==> src/rtl/seq_ctrl_pkg.sv <==
// Shared state type and sizing helper for the serial-pattern detection controller.
package seq_ctrl_pkg;

   typedef enum logic [1:0] {
      IDLE = 2'd0,
      ARM  = 2'd1,
      RUN  = 2'd2,
      DONE = 2'd3
   } seq_state_e;

   // Width able to hold a pattern length of 1..pat_w inclusive.
   function automatic int len_w(input int pat_w);
      return $clog2(pat_w) + 1;
   endfunction

endpackage

==> src/rtl/seq_match_core.sv <==
// Serial history shift register with fill counter and length-masked pattern compare.
// hit_o is combinational and reflects the bit being shifted in this cycle.
module seq_match_core
   import seq_ctrl_pkg::*;
#(
   parameter int PAT_W = 8,
   parameter int LEN_W = len_w(PAT_W)
) (
   input  logic             clk,
   input  logic             rst_n,
   input  logic             clear_i,
   input  logic             shift_i,
   input  logic             bit_i,
   input  logic             overlap_i,
   input  logic [LEN_W-1:0] len_i,
   input  logic [PAT_W-1:0] pattern_i,
   output logic             hit_o
);

   logic [PAT_W-1:0] hist_q, hist_d, mask;
   logic [LEN_W-1:0] fill_q, fill_d, fill_inc;

   assign hist_d   = {hist_q[PAT_W-2:0], bit_i};
   assign fill_inc = (fill_q >= len_i) ? len_i : fill_q + LEN_W'(1);

   for (genvar gi = 0; gi < PAT_W; gi++) begin : g_mask
      assign mask[gi] = (LEN_W'(gi) < len_i);
   end

   assign hit_o  = shift_i && (fill_inc >= len_i) && (((hist_d ^ pattern_i) & mask) == '0);
   // Without overlap a match consumes the window, so the next one needs len fresh bits.
   assign fill_d = (hit_o && !overlap_i) ? '0 : fill_inc;

   always_ff @(posedge clk or negedge rst_n) begin
      if (!rst_n) begin
         hist_q <= '0;
         fill_q <= '0;
      end else if (clear_i) begin
         hist_q <= '0;
         fill_q <= '0;
      end else if (shift_i) begin
         hist_q <= hist_d;
         fill_q <= fill_d;
      end
   end

endmodule

==> src/rtl/seq_detect_ctrl.sv <==
// Programmable serial-pattern detection controller: config port, start/abort run FSM,
// match counting. Optional run timeout is enabled by defining SEQ_CTRL_TIMEOUT_EN.
module seq_detect_ctrl
   import seq_ctrl_pkg::*;
#(
   parameter int PAT_W  = 8,
   parameter int CNT_W  = 8,
   parameter int TO_CYC = 256
) (
   input  logic                     clk,
   input  logic                     rst_n,
   input  logic                     cfg_valid,
   output logic                     cfg_ready,
   input  logic [PAT_W-1:0]         cfg_pattern,
   input  logic [len_w(PAT_W)-1:0]  cfg_len,
   input  logic [CNT_W-1:0]         cfg_target,
   input  logic                     cfg_overlap,
   input  logic                     start,
   input  logic                     abort,
   input  logic                     a,
   input  logic                     a_valid,
   output logic                     match,
   output logic [CNT_W-1:0]         match_cnt,
   output logic                     busy,
   output logic                     done,
   output logic                     timeout
);

   localparam int               LEN_W   = len_w(PAT_W);
   localparam logic [LEN_W-1:0] LEN_MAX = LEN_W'(PAT_W);

   seq_state_e       state_q;
   logic [PAT_W-1:0] pat_q;
   logic [LEN_W-1:0] len_q, len_d;
   logic [CNT_W-1:0] target_q, cnt_q, cnt_d;
   logic             overlap_q, match_q, done_q, hit;

`ifdef SEQ_CTRL_TIMEOUT_EN
   localparam int              TO_W    = $clog2(TO_CYC);
   localparam logic [TO_W-1:0] TO_LAST = TO_W'(TO_CYC - 1);
   logic [TO_W-1:0] to_cnt_q;
   logic            timeout_q;
   assign timeout = timeout_q;
`else
   assign timeout = 1'b0;
`endif

   assign len_d     = (cfg_len == '0 || cfg_len > LEN_MAX) ? LEN_MAX : cfg_len;
   assign cnt_d     = (&cnt_q) ? cnt_q : cnt_q + CNT_W'(1);
   assign cfg_ready = (state_q == IDLE);
   assign busy      = (state_q != IDLE);
   assign match     = match_q;
   assign done      = done_q;
   assign match_cnt = cnt_q;

   seq_match_core #(.PAT_W(PAT_W), .LEN_W(LEN_W)) u_core (
      .clk       (clk),
      .rst_n     (rst_n),
      .clear_i   (state_q == ARM),
      .shift_i   ((state_q == RUN) && a_valid),
      .bit_i     (a),
      .overlap_i (overlap_q),
      .len_i     (len_q),
      .pattern_i (pat_q),
      .hit_o     (hit)
   );

   always_ff @(posedge clk or negedge rst_n) begin
      if (!rst_n) begin
         state_q   <= IDLE;
         pat_q     <= '0;
         len_q     <= LEN_MAX;
         target_q  <= '0;
         overlap_q <= 1'b0;
         cnt_q     <= '0;
         match_q   <= 1'b0;
         done_q    <= 1'b0;
`ifdef SEQ_CTRL_TIMEOUT_EN
         to_cnt_q  <= '0;
         timeout_q <= 1'b0;
`endif
      end else begin
         match_q <= 1'b0;
         done_q  <= 1'b0;
         case (state_q)
            IDLE: begin
               if (cfg_valid) begin
                  pat_q     <= cfg_pattern;
                  len_q     <= len_d;
                  target_q  <= cfg_target;
                  overlap_q <= cfg_overlap;
               end
               if (start) state_q <= ARM;
            end
            ARM: begin
               if (abort) begin
                  state_q <= IDLE;
               end else begin
                  cnt_q   <= '0;
                  state_q <= RUN;
`ifdef SEQ_CTRL_TIMEOUT_EN
                  to_cnt_q  <= '0;
                  timeout_q <= 1'b0;
`endif
               end
            end
            RUN: begin
               // Abort suppresses a same-cycle match entirely.
               if (abort) begin
                  state_q <= IDLE;
               end else if (hit) begin
                  match_q <= 1'b1;
                  cnt_q   <= cnt_d;
`ifdef SEQ_CTRL_TIMEOUT_EN
                  to_cnt_q <= '0;
`endif
                  if (target_q != '0 && cnt_d == target_q) begin
                     state_q <= DONE;
                     done_q  <= 1'b1;
                  end
               end
`ifdef SEQ_CTRL_TIMEOUT_EN
               else if (to_cnt_q == TO_LAST) begin
                  state_q   <= DONE;
                  done_q    <= 1'b1;
                  timeout_q <= 1'b1;
               end else begin
                  to_cnt_q <= to_cnt_q + TO_W'(1);
               end
`endif
            end
            DONE:    state_q <= IDLE;
            default: state_q <= IDLE;
         endcase
      end
   end

endmodule

==> config.mk <==
export PLATFORM = sky130hd
export DESIGN_NAME = seq_detect_ctrl
export DESIGN_NICKNAME = d
export VERILOG_FILES = /design/src/rtl/seq_ctrl_pkg.sv /design/src/rtl/seq_match_core.sv /design/src/rtl/seq_detect_ctrl.sv
export SDC_FILE = /design/constraint.sdc
export NUM_CORES = 1
export LEC_CHECK = 0
export CAP_MARGIN = 10
export CORE_MARGIN = 2
export CORE_UTILIZATION = 40
export CTS_CLUSTER_SIZE = 28
export DETAILED_ROUTE_END_ITERATION = 12
export DONT_BUFFER_PORTS = 1
export PLACE_DENSITY = 0.54
export SYNTH_ARGS = -nofsm -noshare
export SYNTH_HDL_FRONTEND = slang
export SYNTH_SLANG_ARGS = --single-unit
==> constraint.sdc <==
create_clock -name clk -period 7.9 [get_ports clk]
set_clock_uncertainty 0.15 [all_clocks]
set_input_delay 1.58 -clock clk [delete_from_list [all_inputs] [get_ports clk]]
set_output_delay 1.58 -clock clk [all_outputs]
set_load 0.02 [all_outputs]
==> results_dict.tcl, run 1 <==
set metrics [dict create \
    gp_congestion 0.793 \
    path_delay_family "compound AO/OA/AOI/OAI gates" \
    clock_latency_ns 0.30 \
    fin_crit_ns 3.63 \
    track_usage_pct 17.7 \
    cap_viol_max_count 0 \
    routedWlPerCell_um 16.8 \
    synth_cells 289 \
    syn-cell-area_mm2 0.00278 \
    clockBufferDepth 2 \
    hold_class "flop to flop" \
    pin_count 41 \
    fillers 687 \
    slew_headroom_pct 36.8 \
    r2r_start "len_q[0]$_DFFE_PN0P_" \
    nets 317 \
    wl_mm 6.06 \
    cts_htree_levels 2 \
    start_util_pct 41.2 \
    vias_per_cell 5.70 \
    synth-main-ff-cell "dfrtp_1" \
    synth-seq-cells 44 \
    startpoint_type "flop" \
    synth_top_area_share_pct 38.7 \
    postCtsSetupBuffers 0 \
    post_cts_resized 0 \
    fin_crit_sh_pct 45.9 \
    core_area_mm2 0.00676 \
    worst_slew_pin_slew_ns 0.945 \
    grt_overflow 0 \
    required_ns 7.91 \
    grt_max_degree 45 \
    synth_edf_count 0 \
    fin_setup_tns_ns 0 \
    fp.dieH_um 87.4 \
    grt_pass1_vias 2025 \
    register_area_mm2 0.00110 \
    synth_cell_types 61 \
    rsz0062_at_grt "false" \
    multi_input_area_mm2 0.00152 \
    syn_area_per_cell_um2 9.63 \
    dp_hpwl_mm 4.34 \
    min_from "u_core.hist_q[6]$_DFFE_PN0P_" \
    die_x_um 87.4 \
    cp.arrival_ns 3.64 \
    worstSetupPathType "flop to flop" \
    status "complete, no violations" \
    utilization_pct 43.0 \
    die_area_mm2 0.00764 \
    grt_pass1_wl_mm 10.6 \
    cts_tree "done" \
    drive_gt1_share_pct 14.3 \
    cp_slowest_cell "dfrtp_1" \
    cellPowerDensity_mw_per_mm2 224 \
    cp_max_fo 11 \
    p_leak_nw 1.25 \
    cts_root_buf "clkbuf_8" \
    synth_most_common_cell "dfrtp_1" \
    first_pass_iters 4 \
    syn2layout_area_growth_pct 4.40 \
    ir_drop_mv 0.0996 \
    hold_path_depth 2 \
    end_kind "flop" \
    path_buf_inv 1 \
    yosys_warnings 0 \
    async_reset_ff_share_pct 100 \
    timing.rr.end "match_cnt[5]$_DFFE_PN0P_" \
    drc 0 \
    seq_area_frac_synth_pct 39.6 \
    rows 30 \
    vias 2051 \
    reg2reg_depth 13 \
    hold_end "u_core.hist_q[6]$_DFFE_PN0P_" \
    final-max-slew-violation-count 0 \
    final_antenna_net_count 0 \
    path_cells "ha_1 > nand2b_1 > a21o_1 > a21o_1 > a21oi_2 > mux2i_1 > inv_1 > ha_1 > a2111oi_0 > a21oi_1 > nand4_2 > o311ai_2 > o31ai_1" \
    antenna_found_initial 0 \
    cts_sinks 44 \
    syn_nets 327 \
    synth_top_cell_by_area "dfrtp_1" \
    hold_viol_final 0 \
    path_clk_slew_ns 0.09 \
    finalSetupViolCount 0 \
    synthTopCellsByArea "dfrtp_1 (39%), mux2_2 (6.9%), ha_1 (4.5%)" \
    cpPeakStageDelay_ns 0.47 \
    drt_iter0_markers 92 \
    antenna_cells 0 \
    synth.top_cells.by_count "dfrtp_1 (43), nand2_1 (26), a21oi_1 (20)" \
    cts_buffers 5 \
    cts_hold_repair.buffers 0 \
    rrSetupSlack_ns 4.27 \
    fmax_ghz 0.276 \
    numPortBuffers 0 \
]
[worst max-delay path by stage]
stage,startpoint,endpoint,slack [ns],cells past startpoint
after floorplan,len_q[0]$_DFFE_PN0P_,match_cnt[2]$_DFFE_PN0P_,4.60,14
after global placement,len_q[0]$_DFFE_PN0P_,match_cnt[5]$_DFFE_PN0P_,4.41,13
after detailed placement,len_q[0]$_DFFE_PN0P_,match_cnt[2]$_DFFE_PN0P_,4.30,13
after CTS,len_q[0]$_DFFE_PN0P_,match_cnt[2]$_DFFE_PN0P_,4.29,13
after global routing,len_q[0]$_DFFE_PN0P_,match_cnt[5]$_DFFE_PN0P_,4.01,13
final,len_q[0]$_DFFE_PN0P_,match_cnt[5]$_DFFE_PN0P_,4.27,13
[cell type report]
| type | count | share of cell area [%] |
|---|---|---|
| Clock buffer | 7 | 3.31 |
| Clock inverter | 1 | 1.03 |
| Inverter | 15 | 1.94 |
| Multi-Input combinational cell | 213 | 52.3 |
| Sequential cell | 44 | 37.9 |
| Tap cell | 80 | 3.44 |
[worst min-delay path, stage by stage, from the launching register on]
cell and delay, ns:
dfrtp_1 0.38, nand2_1 0.05, o21ai_0 0.07
[sequential cells by signal, indices dropped and copies added, names as in the netlist, 2 cells and up]
register	flops
target_q	8
u_core.hist_q	7
pat_q	8
u_core.fill_q	4
len_q	4
match_cnt	8
state_q	2
[kinds of logic (layout without fill, tap and decap cells)]
family	after synthesis	in the layout	synth area share (%)
and+or+nand+nor	84	84	16.6
buffers and inverters	32	23	5.75
AOI/OAI and AO/OA	79	79	19.4
DFF	44	44	39.6
muxes	23	23	9.03
xor gates and xnor gates	16	16	5.03
other	1	1	0.135
adders and majority gates	10	10	4.49
[report_power, final]
part | switching, mW | internal [mW]
registers | 0.0448 | 0.257
logic | 0.0794 | 0.0788
clock network | 0.0806 | 0.112
[cells in the final DEF (no fill, tap or decap), types with 3 or more instances in the layout]
cell,n
nor2_1,8
and3_1,3
a21o_1,3
mux2i_1,6
ha_1,10
xor2_1,4
a21oi_1,20
nand3_1,7
nand2b_1,8
a31oi_1,4
o21ai_1,8
mux2_2,17
nor3_1,5
inv_1,15
nor2b_1,9
nand2_1,26
dfrtp_1,43
o21ai_0,15
clkbuf_8,7
xnor2_1,12
o211a_1,3
o211ai_1,4
[per-stage QoR]
step | power, mW | cell area (um^2) | setup slack [ns] | hold slack, ns | cells
final | 0.653 | 2910 | 4.27 | 0.382 | 360
after global routing | 0.699 | 2910 | 4.01 | 0.413 | 360
after CTS | 0.661 | 2910 | 4.29 | 0.390 | 360
after detailed placement | 0.465 | 2780 | 4.30 | 0.373 | 352
after global placement | 0.462 | 2780 | 4.41 | 0.355 | 352
after floorplan | 0.432 | 2780 | 4.60 | 0.333 | 289
[layer usage]
layer	share of wire, %	up-vias	track usage (%)
met5	0	-	0
met4	0.59	0	4.20
met3	4.5	2	4.27
met2	44	35	24.7
met1	51	1003	27.4
li1	-	1011	-
No activity file was read; power rests on OpenSTA's default activity.
==> run 2: changes to the inputs <==
==> constraint.sdc (replaced) <==
create_clock -name clk -period 3.65 [get_ports clk]
set_clock_uncertainty 0.15 [all_clocks]
set_input_delay 0.73 -clock clk [delete_from_list [all_inputs] [get_ports clk]]
set_output_delay 0.73 -clock clk [all_outputs]
set_load 0.02 [all_outputs]
==> results_dict.tcl, run 2 (synthesis gave the netlist of run 1 again) <==
set metrics [dict create \
    cts_tree "done" \
    finalSetupViolCount 0 \
    drive_gt1_share_pct 16.5 \
    grt_max_degree 44 \
    path_buf_inv 2 \
    path_cells "inv_1 > ha_1 > nand2b_1 > a21o_1 > a21o_1 > a21oi_4 > mux2i_1 > inv_1 > ha_1 > o21ai_0 > a21oi_2 > nand4_4 > o311ai_2 > o31ai_1" \
    final_common_cell "dfrtp_1" \
    end_kind "flop" \
    slew_headroom_pct 61.4 \
    placed_area_mm2 0.00281 \
    cts_buffers 5 \
    drc 0 \
    antenna_found_initial 0 \
    fmax_ghz 0.291 \
    p_leak_nw 1.27 \
    cp_slowest_cell "dfrtp_1" \
    first_pass_iters 4 \
    path_clk_slew_ns 0.08 \
    final_cell_mix "dfrtp_1 (43), nand2_1 (26), a21oi_1 (19)" \
    final-max-slew-violation-count 0 \
    startpoint_type "flop" \
    hold_viol_final 0 \
    fp.dieH_um 87.4 \
    stdcell_area_mm2 0.00298 \
    highest_layer "met4" \
    cts_htree_levels 2 \
    fin_crit_sh_pct 94.3 \
    path_depth 14 \
    core_area_mm2 0.00676 \
    worstSetupPathType "flop to flop" \
    die_area_mm2 0.00764 \
    nets 322 \
    pin_count 41 \
    die_x_um 87.4 \
    timing.hold.ws_ns 0.106 \
    vias_per_cell 5.61 \
    postCtsSetupBuffers 0 \
    fin_setup_tns_ns 0 \
    reg2reg_depth 14 \
    final_antenna_net_count 0 \
    utilization_pct 44.2 \
    worst_slew_pin_slew_ns 0.580 \
    syn2layout_area_growth_pct 7.19 \
    cts_sinks 44 \
    required_ns 3.67 \
    routedWlPerCell_um 16.6 \
    fin_crit_ns 3.44 \
    antenna_cells 0 \
    cts_root_buf "clkbuf_8" \
    status "complete, no violations" \
    wl_met2_mm 2.69 \
    dp_hpwl_mm 4.34 \
    wl_mm 6.05 \
    wl_met3_um 284 \
    numPortBuffers 0 \
    grt_overflow 0 \
    hold_class "input pin to async pin" \
    vias 2047 \
    grt_pass1_vias 2039 \
    grt_pass1_wl_mm 10.4 \
    clock_latency_ns 0.30 \
    rrSetupSlack_ns 0.21 \
    gp_congestion 0.800 \
    drt_iter0_markers 95 \
    path_delay_family "compound AO/OA/AOI/OAI gates" \
    cellPowerDensity_mw_per_mm2 480 \
    cap_viol_max_count 0 \
    cp_max_fo 11 \
    ir_drop_mv 0.176 \
    clockBufferDepth 2 \
    track_usage_pct 17.4 \
    rows 30 \
    cpPeakStageDelay_ns 0.40 \
    cp.arrival_ns 3.46 \
    met1Wirelength_mm 3.00 \
    start_util_pct 41.2 \
]
==> run 2: cell count changes in the layout (fill, tap and decap cells not counted), moves of 2 or more <==
cell      before  now
nand4_2        2    0
nand4_4        0    2
clkbuf_8       7    5
buf_4          0    4
==> run 2: worst paths after layout <==
check	from	to
setup / recovery	u_core.fill_q[0]$_DFFE_PN0P_	match_cnt[5]$_DFFE_PN0P_
hold / removal	rst_n	len_q[3]$_DFFE_PN1P_
setup reg to reg	u_core.fill_q[0]$_DFFE_PN0P_	match_cnt[5]$_DFFE_PN0P_
hold reg to reg	u_core.hist_q[6]$_DFFE_PN0P_	u_core.hist_q[6]$_DFFE_PN0P_
max in group asynchronous	rst_n	target_q[3]$_DFFE_PN0P_
min in group clk	u_core.hist_q[6]$_DFFE_PN0P_	u_core.hist_q[6]$_DFFE_PN0P_
==> run 2: worst register-to-register path, stage by stage, from the launching register on <==
cell,delay [ns]
dfrtp_1,0.40
inv_1,0.09
ha_1,0.27
nand2b_1,0.14
a21o_1,0.17
a21o_1,0.20
a21oi_4,0.24
mux2i_1,0.30
inv_1,0.07
ha_1,0.27
o21ai_0,0.11
a21oi_2,0.28
nand4_4,0.23
o311ai_2,0.31
o31ai_1,0.10
==> run 2: metal layers <==
layer / GRT usage [%] / vias up
met3: 4.27 / 7
met4: 5.45 / 0
li1: - / 1024
met1: 24.9 / 983
met5: 0 / -
met2: 26.0 / 33
==> run 2: timing repair <==
| action | 4_1_cts | 5_1_grt |
|---|---|---|
| endpoints found under the setup margin | 0 | 14 |
| endpoints found under the hold margin | 43 | 0 |
| gates resized for setup | 0 | 7 |
| hold buffers | 1 | 0 |
==> run 2: per-stage QoR <==
step | std cells | worst slack [ns] | power (mW)
CTS | 365 | 0.117 | 1.41
detailed placement | 356 | 0.137 | 1.01
floorplan | 289 | 0.347 | 0.935
global route | 365 | -0.00937 | 1.53
global placement | 356 | 0.209 | 1.01
finish | 365 | 0.209 | 1.43
==> run 2: area by class of cell <==
type | count | area [um^2]
Inverter | 15 | 56.3
Timing Repair Buffer | 5 | 57.6
Tap cell | 80 | 100
Fill cell | 677 | 3770
Multi-Input combinational cell | 213 | 1560
Sequential cell | 44 | 1100
Clock inverter | 2 | 35.0
Clock buffer | 6 | 72.6
==> run 2: where the power goes <==
group / switching, mW / internal [mW] / total [mW]
Clock: 0.173 / 0.203 / 0.376
Combinational: 0.214 / 0.198 / 0.412
Sequential: 0.0875 / 0.557 / 0.644
Total: 0.475 / 0.958 / 1.43
